### config.mk
export PLATFORM = sky130hd
export DESIGN_NAME = cardinal_nic_vc
export DESIGN_NICKNAME = d
export VERILOG_FILES = /design/src/rtl/cardinal_nic_pkg.sv /design/src/rtl/cardinal_fifo.sv /design/src/rtl/cardinal_nic_vc.sv
export SDC_FILE = /design/constraint.sdc
export NUM_CORES = 1
export LEC_CHECK = 0
export CORE_ASPECT_RATIO = 0.5
export CORE_MARGIN = 3
export CORE_UTILIZATION = 55
export CTS_CLUSTER_DIAMETER = 30
export DETAILED_ROUTE_END_ITERATION = 12
export HOLD_SLACK_MARGIN = 0.06
export PLACE_DENSITY_LB_ADDON = 0.15
export RECOVER_POWER = 25
export REMOVE_ABC_BUFFERS = 1
export SKIP_LAST_GASP = 1
export SLEW_MARGIN = 10
export SYNTH_ARGS = -nofsm -noshare
export SYNTH_HDL_FRONTEND = slang
export SYNTH_SLANG_ARGS = --single-unit
### constraint.sdc
create_clock -name clk -period 4.9 [get_ports clk]
set_input_delay 0.98 -clock clk [delete_from_list [all_inputs] [get_ports clk]]
set_output_delay 0.98 -clock clk [all_outputs]
set_load 0.01 [all_outputs]
### src/rtl/cardinal_nic_pkg.sv
`default_nettype none
// ============================================================================
// Module      : cardinal_nic_pkg
// Description : Shared definitions for the virtual-channel cardinal NIC:
//               processor-side register addresses, status-word bit positions
//               and the default packet width.
// Revision    : 1.0 - initial release
// ============================================================================
package cardinal_nic_pkg;

    // Default packet / register width.
    localparam int DEFAULT_DATA_W = 64;

    // Processor-side register map (2-bit address).
    typedef enum logic [1:0] {
        ADDR_IN_DATA  = 2'b00,
        ADDR_IN_STAT  = 2'b01,
        ADDR_OUT_DATA = 2'b10,
        ADDR_OUT_STAT = 2'b11
    } nic_addr_e;

    // Bit positions in the numeric value of the status words.
    // IN_STAT : [0] non-empty, [n:1] input count.
    // OUT_STAT: [0] VC0 full, [1] VC1 full, [2] sticky overflow.
    localparam int NONEMPTY_BIT = 0;
    localparam int FULL0_BIT    = 0;
    localparam int FULL1_BIT    = 1;
    localparam int OVF_BIT      = 2;

endpackage : cardinal_nic_pkg
`default_nettype wire

### src/rtl/cardinal_fifo.sv
`default_nettype none
// ============================================================================
// Module      : cardinal_fifo
// Description : Synchronous FIFO with arbitrary depth (>= 1). The head entry
//               is presented combinationally on dout. Pushes when full and
//               pops when empty are ignored. Push and pop in the same cycle
//               are both honoured (no bypass into an empty FIFO).
// Ports       : clk, reset (async, active-low)
//               push, din   - write request / data
//               pop, dout   - read request / head data
//               count       - current occupancy
//               full, empty - occupancy flags
// Revision    : 1.0 - initial release
// ============================================================================
module cardinal_fifo #(
    parameter int WIDTH = 64,
    parameter int DEPTH = 4
) (
    input  logic                         clk,
    input  logic                         reset,
    input  logic                         push,
    input  logic                         pop,
    input  logic [0:WIDTH-1]             din,
    output logic [0:WIDTH-1]             dout,
    output logic [$clog2(DEPTH+1)-1:0]   count,
    output logic                         full,
    output logic                         empty
);

    localparam int PTR_W = (DEPTH > 1) ? $clog2(DEPTH) : 1;
    localparam int CNT_W = $clog2(DEPTH + 1);

    logic [0:WIDTH-1] mem_q [DEPTH];
    logic [0:WIDTH-1] mem_d [DEPTH];
    logic [PTR_W-1:0] wr_ptr_q, wr_ptr_d;
    logic [PTR_W-1:0] rd_ptr_q, rd_ptr_d;
    logic [CNT_W-1:0] count_q, count_d;
    logic             push_ok;
    logic             pop_ok;

    // Pointers wrap explicitly so non-power-of-two depths work.
    function automatic logic [PTR_W-1:0] next_ptr(input logic [PTR_W-1:0] p);
        if (p == PTR_W'(DEPTH - 1)) begin
            return '0;
        end
        return p + PTR_W'(1);
    endfunction

    assign full    = (count_q == CNT_W'(DEPTH));
    assign empty   = (count_q == '0);
    assign count   = count_q;
    assign dout    = mem_q[rd_ptr_q];
    assign push_ok = push && !full;
    assign pop_ok  = pop && !empty;

    always_comb begin
        mem_d    = mem_q;
        wr_ptr_d = wr_ptr_q;
        rd_ptr_d = rd_ptr_q;
        count_d  = count_q;
        if (push_ok) begin
            mem_d[wr_ptr_q] = din;
            wr_ptr_d        = next_ptr(wr_ptr_q);
        end
        if (pop_ok) begin
            rd_ptr_d = next_ptr(rd_ptr_q);
        end
        count_d = count_q + CNT_W'(push_ok) - CNT_W'(pop_ok);
    end

    always_ff @(posedge clk or negedge reset) begin
        if (!reset) begin
            mem_q    <= '{default: '0};
            wr_ptr_q <= '0;
            rd_ptr_q <= '0;
            count_q  <= '0;
        end else begin
            mem_q    <= mem_d;
            wr_ptr_q <= wr_ptr_d;
            rd_ptr_q <= rd_ptr_d;
            count_q  <= count_d;
        end
    end

endmodule : cardinal_fifo
`default_nettype wire

### src/rtl/cardinal_nic_vc.sv
`default_nettype none
// ============================================================================
// Module      : cardinal_nic_vc
// Description : Cardinal NIC with an input FIFO and two per-virtual-channel
//               output FIFOs. Sits between a cardinal processor and its ring
//               stop. Holds the register decode, the sticky overflow flag and
//               the polarity-driven injection mux.
// Ports       : clk, reset (async, active-low)
//               addr/d_in/d_out/nicEn/nicWrEn - processor register port
//               net_si/net_ri/net_di          - ring -> NIC
//               net_so/net_ro/net_do          - NIC -> ring
//               net_polarity                  - current ring polarity
// Revision    : 1.0 - initial release
// ============================================================================
module cardinal_nic_vc
    import cardinal_nic_pkg::*;
#(
    parameter int DATA_W    = DEFAULT_DATA_W,
    parameter int IN_DEPTH  = 4,
    parameter int OUT_DEPTH = 4,
    parameter int VC_BIT    = 0
) (
    input  logic              clk,
    input  logic              reset,
    input  logic [1:0]        addr,
    input  logic [0:DATA_W-1] d_in,
    output logic [0:DATA_W-1] d_out,
    input  logic              nicEn,
    input  logic              nicWrEn,
    input  logic              net_si,
    output logic              net_ri,
    input  logic [0:DATA_W-1] net_di,
    output logic              net_so,
    input  logic              net_ro,
    output logic [0:DATA_W-1] net_do,
    input  logic              net_polarity
);

    localparam int IN_CW  = $clog2(IN_DEPTH + 1);
    localparam int OUT_CW = $clog2(OUT_DEPTH + 1);

    // Input FIFO
    logic              in_push, in_pop, in_full, in_empty;
    logic [0:DATA_W-1] in_dout;
    logic [IN_CW-1:0]  in_count;

    // Output VC FIFOs
    logic              out0_push, out0_pop, out0_full, out0_empty;
    logic              out1_push, out1_pop, out1_full, out1_empty;
    logic [0:DATA_W-1] out0_dout, out1_dout;
    logic [OUT_CW-1:0] out0_count, out1_count;

    // Decode / flag
    logic              rd_en, wr_en;
    logic              out_wr, vc_sel, out_reject, stat_rd;
    logic              ovf_q, ovf_d;
    logic [DATA_W-1:0] stat_num;

    assign rd_en = nicEn && !nicWrEn;
    assign wr_en = nicEn && nicWrEn;

    // Ring receive side.
    assign net_ri  = reset && !in_full;
    assign in_push = net_si && net_ri;
    assign in_pop  = rd_en && (addr == ADDR_IN_DATA) && !in_empty;

    // Processor write into the VC queue chosen by the packet's VC bit; the
    // legality test uses the pre-edge count, so a same-cycle injection pop
    // never makes room for the write.
    assign vc_sel     = d_in[VC_BIT];
    assign out_wr     = wr_en && (addr == ADDR_OUT_DATA);
    assign out0_push  = out_wr && !vc_sel && (out0_count < OUT_CW'(OUT_DEPTH));
    assign out1_push  = out_wr &&  vc_sel && (out1_count < OUT_CW'(OUT_DEPTH));
    assign out_reject = out_wr && !(out0_push || out1_push);
    assign stat_rd    = rd_en && (addr == ADDR_OUT_STAT);

    // Injection: only the queue matching the current polarity may send.
    // Gating with reset makes net_so fall asynchronously.
    always_comb begin
        net_so   = 1'b0;
        net_do   = '0;
        out0_pop = 1'b0;
        out1_pop = 1'b0;
        if (reset && net_ro) begin
            if (net_polarity) begin
                net_so   = !out1_empty;
                out1_pop = !out1_empty;
                if (!out1_empty) begin
                    net_do = out1_dout;
                end
            end else begin
                net_so   = !out0_empty;
                out0_pop = !out0_empty;
                if (!out0_empty) begin
                    net_do = out0_dout;
                end
            end
        end
    end

    // Sticky overflow: an OUT_STAT read clears it, a rejected write sets it,
    // and the set has priority.
    always_comb begin
        ovf_d = ovf_q;
        if (stat_rd) begin
            ovf_d = 1'b0;
        end
        if (out_reject) begin
            ovf_d = 1'b1;
        end
    end

    always_ff @(posedge clk or negedge reset) begin
        if (!reset) begin
            ovf_q <= 1'b0;
        end else begin
            ovf_q <= ovf_d;
        end
    end

    // Processor read mux. Status words are built as numeric values in a
    // descending vector and then copied MSB-aligned onto d_out.
    always_comb begin
        d_out    = '0;
        stat_num = '0;
        if (reset && rd_en) begin
            case (addr)
                ADDR_IN_DATA: begin
                    if (!in_empty) begin
                        d_out = in_dout;
                    end
                end
                ADDR_IN_STAT: begin
                    stat_num[IN_CW:1]         = in_count;
                    stat_num[NONEMPTY_BIT]    = !in_empty;
                    d_out                     = stat_num;
                end
                ADDR_OUT_STAT: begin
                    stat_num[OVF_BIT]   = ovf_q;
                    stat_num[FULL1_BIT] = out1_full;
                    stat_num[FULL0_BIT] = out0_full;
                    d_out               = stat_num;
                end
                default: d_out = '0;
            endcase
        end
    end

    cardinal_fifo #(.WIDTH(DATA_W), .DEPTH(IN_DEPTH)) u_in_fifo (
        .clk   (clk),
        .reset (reset),
        .push  (in_push),
        .pop   (in_pop),
        .din   (net_di),
        .dout  (in_dout),
        .count (in_count),
        .full  (in_full),
        .empty (in_empty)
    );

    cardinal_fifo #(.WIDTH(DATA_W), .DEPTH(OUT_DEPTH)) u_out0_fifo (
        .clk   (clk),
        .reset (reset),
        .push  (out0_push),
        .pop   (out0_pop),
        .din   (d_in),
        .dout  (out0_dout),
        .count (out0_count),
        .full  (out0_full),
        .empty (out0_empty)
    );

    cardinal_fifo #(.WIDTH(DATA_W), .DEPTH(OUT_DEPTH)) u_out1_fifo (
        .clk   (clk),
        .reset (reset),
        .push  (out1_push),
        .pop   (out1_pop),
        .din   (d_in),
        .dout  (out1_dout),
        .count (out1_count),
        .full  (out1_full),
        .empty (out1_empty)
    );

endmodule : cardinal_nic_vc
`default_nettype wire

==> flow_summary.toml <==
[worst_setup_path]
path_buf_inv = 4
critical-path-slowest-cell = "dlygate4sd3_1"
crit_family = "buffers and inverters"
cp-start-kind = "input pin"
path_class = "in -> out"
worstPathRequired_ns = 3.92
crit_path_end_kind = "output pin"
cp.arrival_ns = 3.41
path_cells = "dlygate4sd3_1, buf_8, nand2_1, nor3_1, buf_12, a22o_1, clkdlybuf4s50_1"
crit_path_max_fanout = 68
slowest_delay_ns = 0.56

[synth]
avgSynthCellArea_sq_um = 17.3
syn-instance-count = 2137
ys_warn_count = 0
synth-seq-area-share_pct = 53.5
syn-cell-area_sq_um = 37000
ys_ff_latch = 790
synth_cell_types = 41

[global_route]
grtUsageTotal_pct = 23.6
overflow = 0
antenna_found_initial = 2
grt_pass1_vias = 22100
grt_max_degree = 169
grt_pass1_wl_microns = 130000

[layout]
final_util_pct = 67.1
num-nets-final = 2581
drive_gt1_share_pct = 46.3
final_common_cell = "dfrtp_1"
area_growth_syn_to_layout_pct = 19.3
most-common-layout-cells = "dfrtp_1, mux2_2, mux2_4"

[floorplan]
rows = 66
die_h_microns = 189
die_w_microns = 373
core_region_area_sq_um = 65700
io_pins = 267
die_area_sq_um = 70600
start_util_pct = 56.2

[power]
power_density_nw_per_um2 = 563
peakVddDrop_mv = 0.318
p_leak_nw = 20.8

[route]
antenna_left = 0
viasPerCell = 5.80
wl_microns = 81100
vias = 19700
wl_per_cell_microns = 23.8
drtIter0Drc = 1086
drt_drc_violations_left = 0
firstDrtPassIters = 4

[clocking]
htreeDepth = 3
cts.sinks = 790
cts_buffer_depth = 3
path_clk_slew_ns = 0.06
numCtsBuffers = 110
post_cts_resized = 0
cts_setup_buffers = 0
cts-root-buf = "clkbuf_16"
ctsHoldBuffers = 1
cts_tree = "done"
clkLatencyLatePin_ns = 0.71

[timing]
grt_setup_unrepaired = "no"
fin_crit_sh_pct = 89.5
fin_worst_skew_ns = 0.0270
period_needed_ns = 4.39
finalHoldViolCount = 0
slew-limit-headroom_pct = -78.5
setup_viol = 0
max_slew.worst_pin.slew_ns = 2.68
fin_hold_ws_ns = 0.458
final.setup.tns_ns = 0
fmax_mhz = 228
drv_slew = 277

[placed_design]
place_congestion = 0.736
place_hpwl_microns = 47500
buffer_ports.inserted = 266

[run_status]
status = "finished, violations left"
violations = "max-capacitance violations, max-slew violations"

[hold_path]
hold_path_class = "reg -> reg"

[run]
timing.max_cap.violations = 5
==> final cells by class <==
| type | count | area, sq um |
|---|---|---|
| Antenna cell | 1 | 2.50 |
| Multi-Input combinational cell | 1182 | 16000 |
| Clock buffer | 124 | 2860 |
| Timing Repair Buffer | 314 | 3170 |
| Sequential cell | 790 | 19800 |
| Fill cell | 4518 | 21600 |
| Inverter | 22 | 82.6 |
| Tap cell | 884 | 1110 |
| Clock inverter | 82 | 1070 |
==> state kept, by name, summed over array words and instances (netlist names) <==
signal	cells
u_in_fifo.wr_ptr_q	2
u_in_fifo.mem_q	256
u_out0_fifo.count	3
u_out1_fifo.count	3
u_out0_fifo.mem_q	256
ovf_q	1
u_out1_fifo.mem_q	256
u_out0_fifo.wr_ptr_q	2
u_out1_fifo.wr_ptr_q	2
u_in_fifo.rd_ptr_q	2
u_out1_fifo.rd_ptr_q	2
u_in_fifo.count	3
u_out0_fifo.rd_ptr_q	2
==> metrics by stage <==
| stage | area, sq um | instances | worst slack [ns] | power, mW |
|---|---|---|---|---|
| 6_report | 44100 | 3399 | 0.512 | 24.8 |
| 5_1_grt | 44100 | 3399 | 0.311 | 26.1 |
| 4_1_cts | 44300 | 3398 | 0.393 | 25.2 |
| 3_5_place_dp | 40400 | 3191 | 0.903 | 16.7 |
| 3_3_place_gp | 40400 | 3191 | 0.982 | 16.5 |
| 2_1_floorplan | 36000 | 1994 | 0.395 | 14.6 |
==> routing by layer <==
| metal | vias up | GRT usage [%] | routed length, microns |
|---|---|---|---|
| li1 | 8571 | - | - |
| met1 | 10700 | 31.7 | 35900 |
| met2 | 322 | 39.0 | 40100 |
| met3 | 126 | 5.59 | 3310 |
| met4 | 2 | 6.40 | 1800 |
| met5 | - | 0 | 13 |
==> power by group <==
| part | internal (mW) | switching, mW |
|---|---|---|
| Clock | 5.05 | 3.29 |
| Sequential | 8.63 | 1.53 |
| Combinational | 4.09 | 2.24 |
==> synthesized netlist by cell type (all sizes together) <==
cell type | count | share of area [%]
a22o | 65 | 1.5
a32o | 3 | 0.081
and2 | 66 | 1.1
and3 | 3 | 0.051
and4b | 1 | 0.027
buf | 102 | 2.3
clkbuf | 41 | 0.42
dfrtp | 790 | 53
fa | 3 | 0.16
ha | 21 | 0.71
inv | 22 | 0.22
mux2 | 771 | 27
mux2i | 2 | 0.054
mux4 | 192 | 12
nand2 | 5 | 0.051
nand2b | 3 | 0.051
nand3 | 9 | 0.32
nand3b | 1 | 0.020
nand4 | 4 | 0.14
nor2 | 8 | 0.088
nor2b | 2 | 0.034
nor3 | 5 | 0.081
nor3b | 1 | 0.034
nor4 | 1 | 0.034
o21ai | 2 | 0.027
o31ai | 1 | 0.020
o32ai | 2 | 0.047
or2 | 3 | 0.051
or3b | 1 | 0.024
or4 | 1 | 0.020
xnor2 | 4 | 0.095
xor2 | 2 | 0.047
==> cells by family (layout without fill, tap and decap cells) <==
group           Yosys count  after routing  synth area share, %
xor+xnor                  6              6                0.142
simple gates            114            114                 2.14
fa+ha+maj                24             24                0.873
compound gates           73             73                 1.72
flops                   790            790                 53.5
buf+inv                 165            542                 2.90
mux                     965            965                 38.8
other cells               0              1                    0
==> path summary, 6_finish.rpt <==
kind                       slack [ns]  depth (start not counted)                   start                      end
setup / recovery                 0.51                          7                   reset               net_do[41]
max in group asynchronous        1.01                          4                   reset  u_out0_fifo.rd_ptr_q[0]
hold reg to reg                  0.46                          1  u_out1_fifo.mem_q[127]   u_out1_fifo.mem_q[127]
setup reg to reg                 2.02                          4    u_out1_fifo.count[2]   u_out1_fifo.mem_q[158]
hold / removal                   0.46                          1  u_out1_fifo.mem_q[127]   u_out1_fifo.mem_q[127]
min in group asynchronous        0.70                          2                   reset    u_out1_fifo.mem_q[30]
Note: power is estimated with default switching activity, not from simulation.
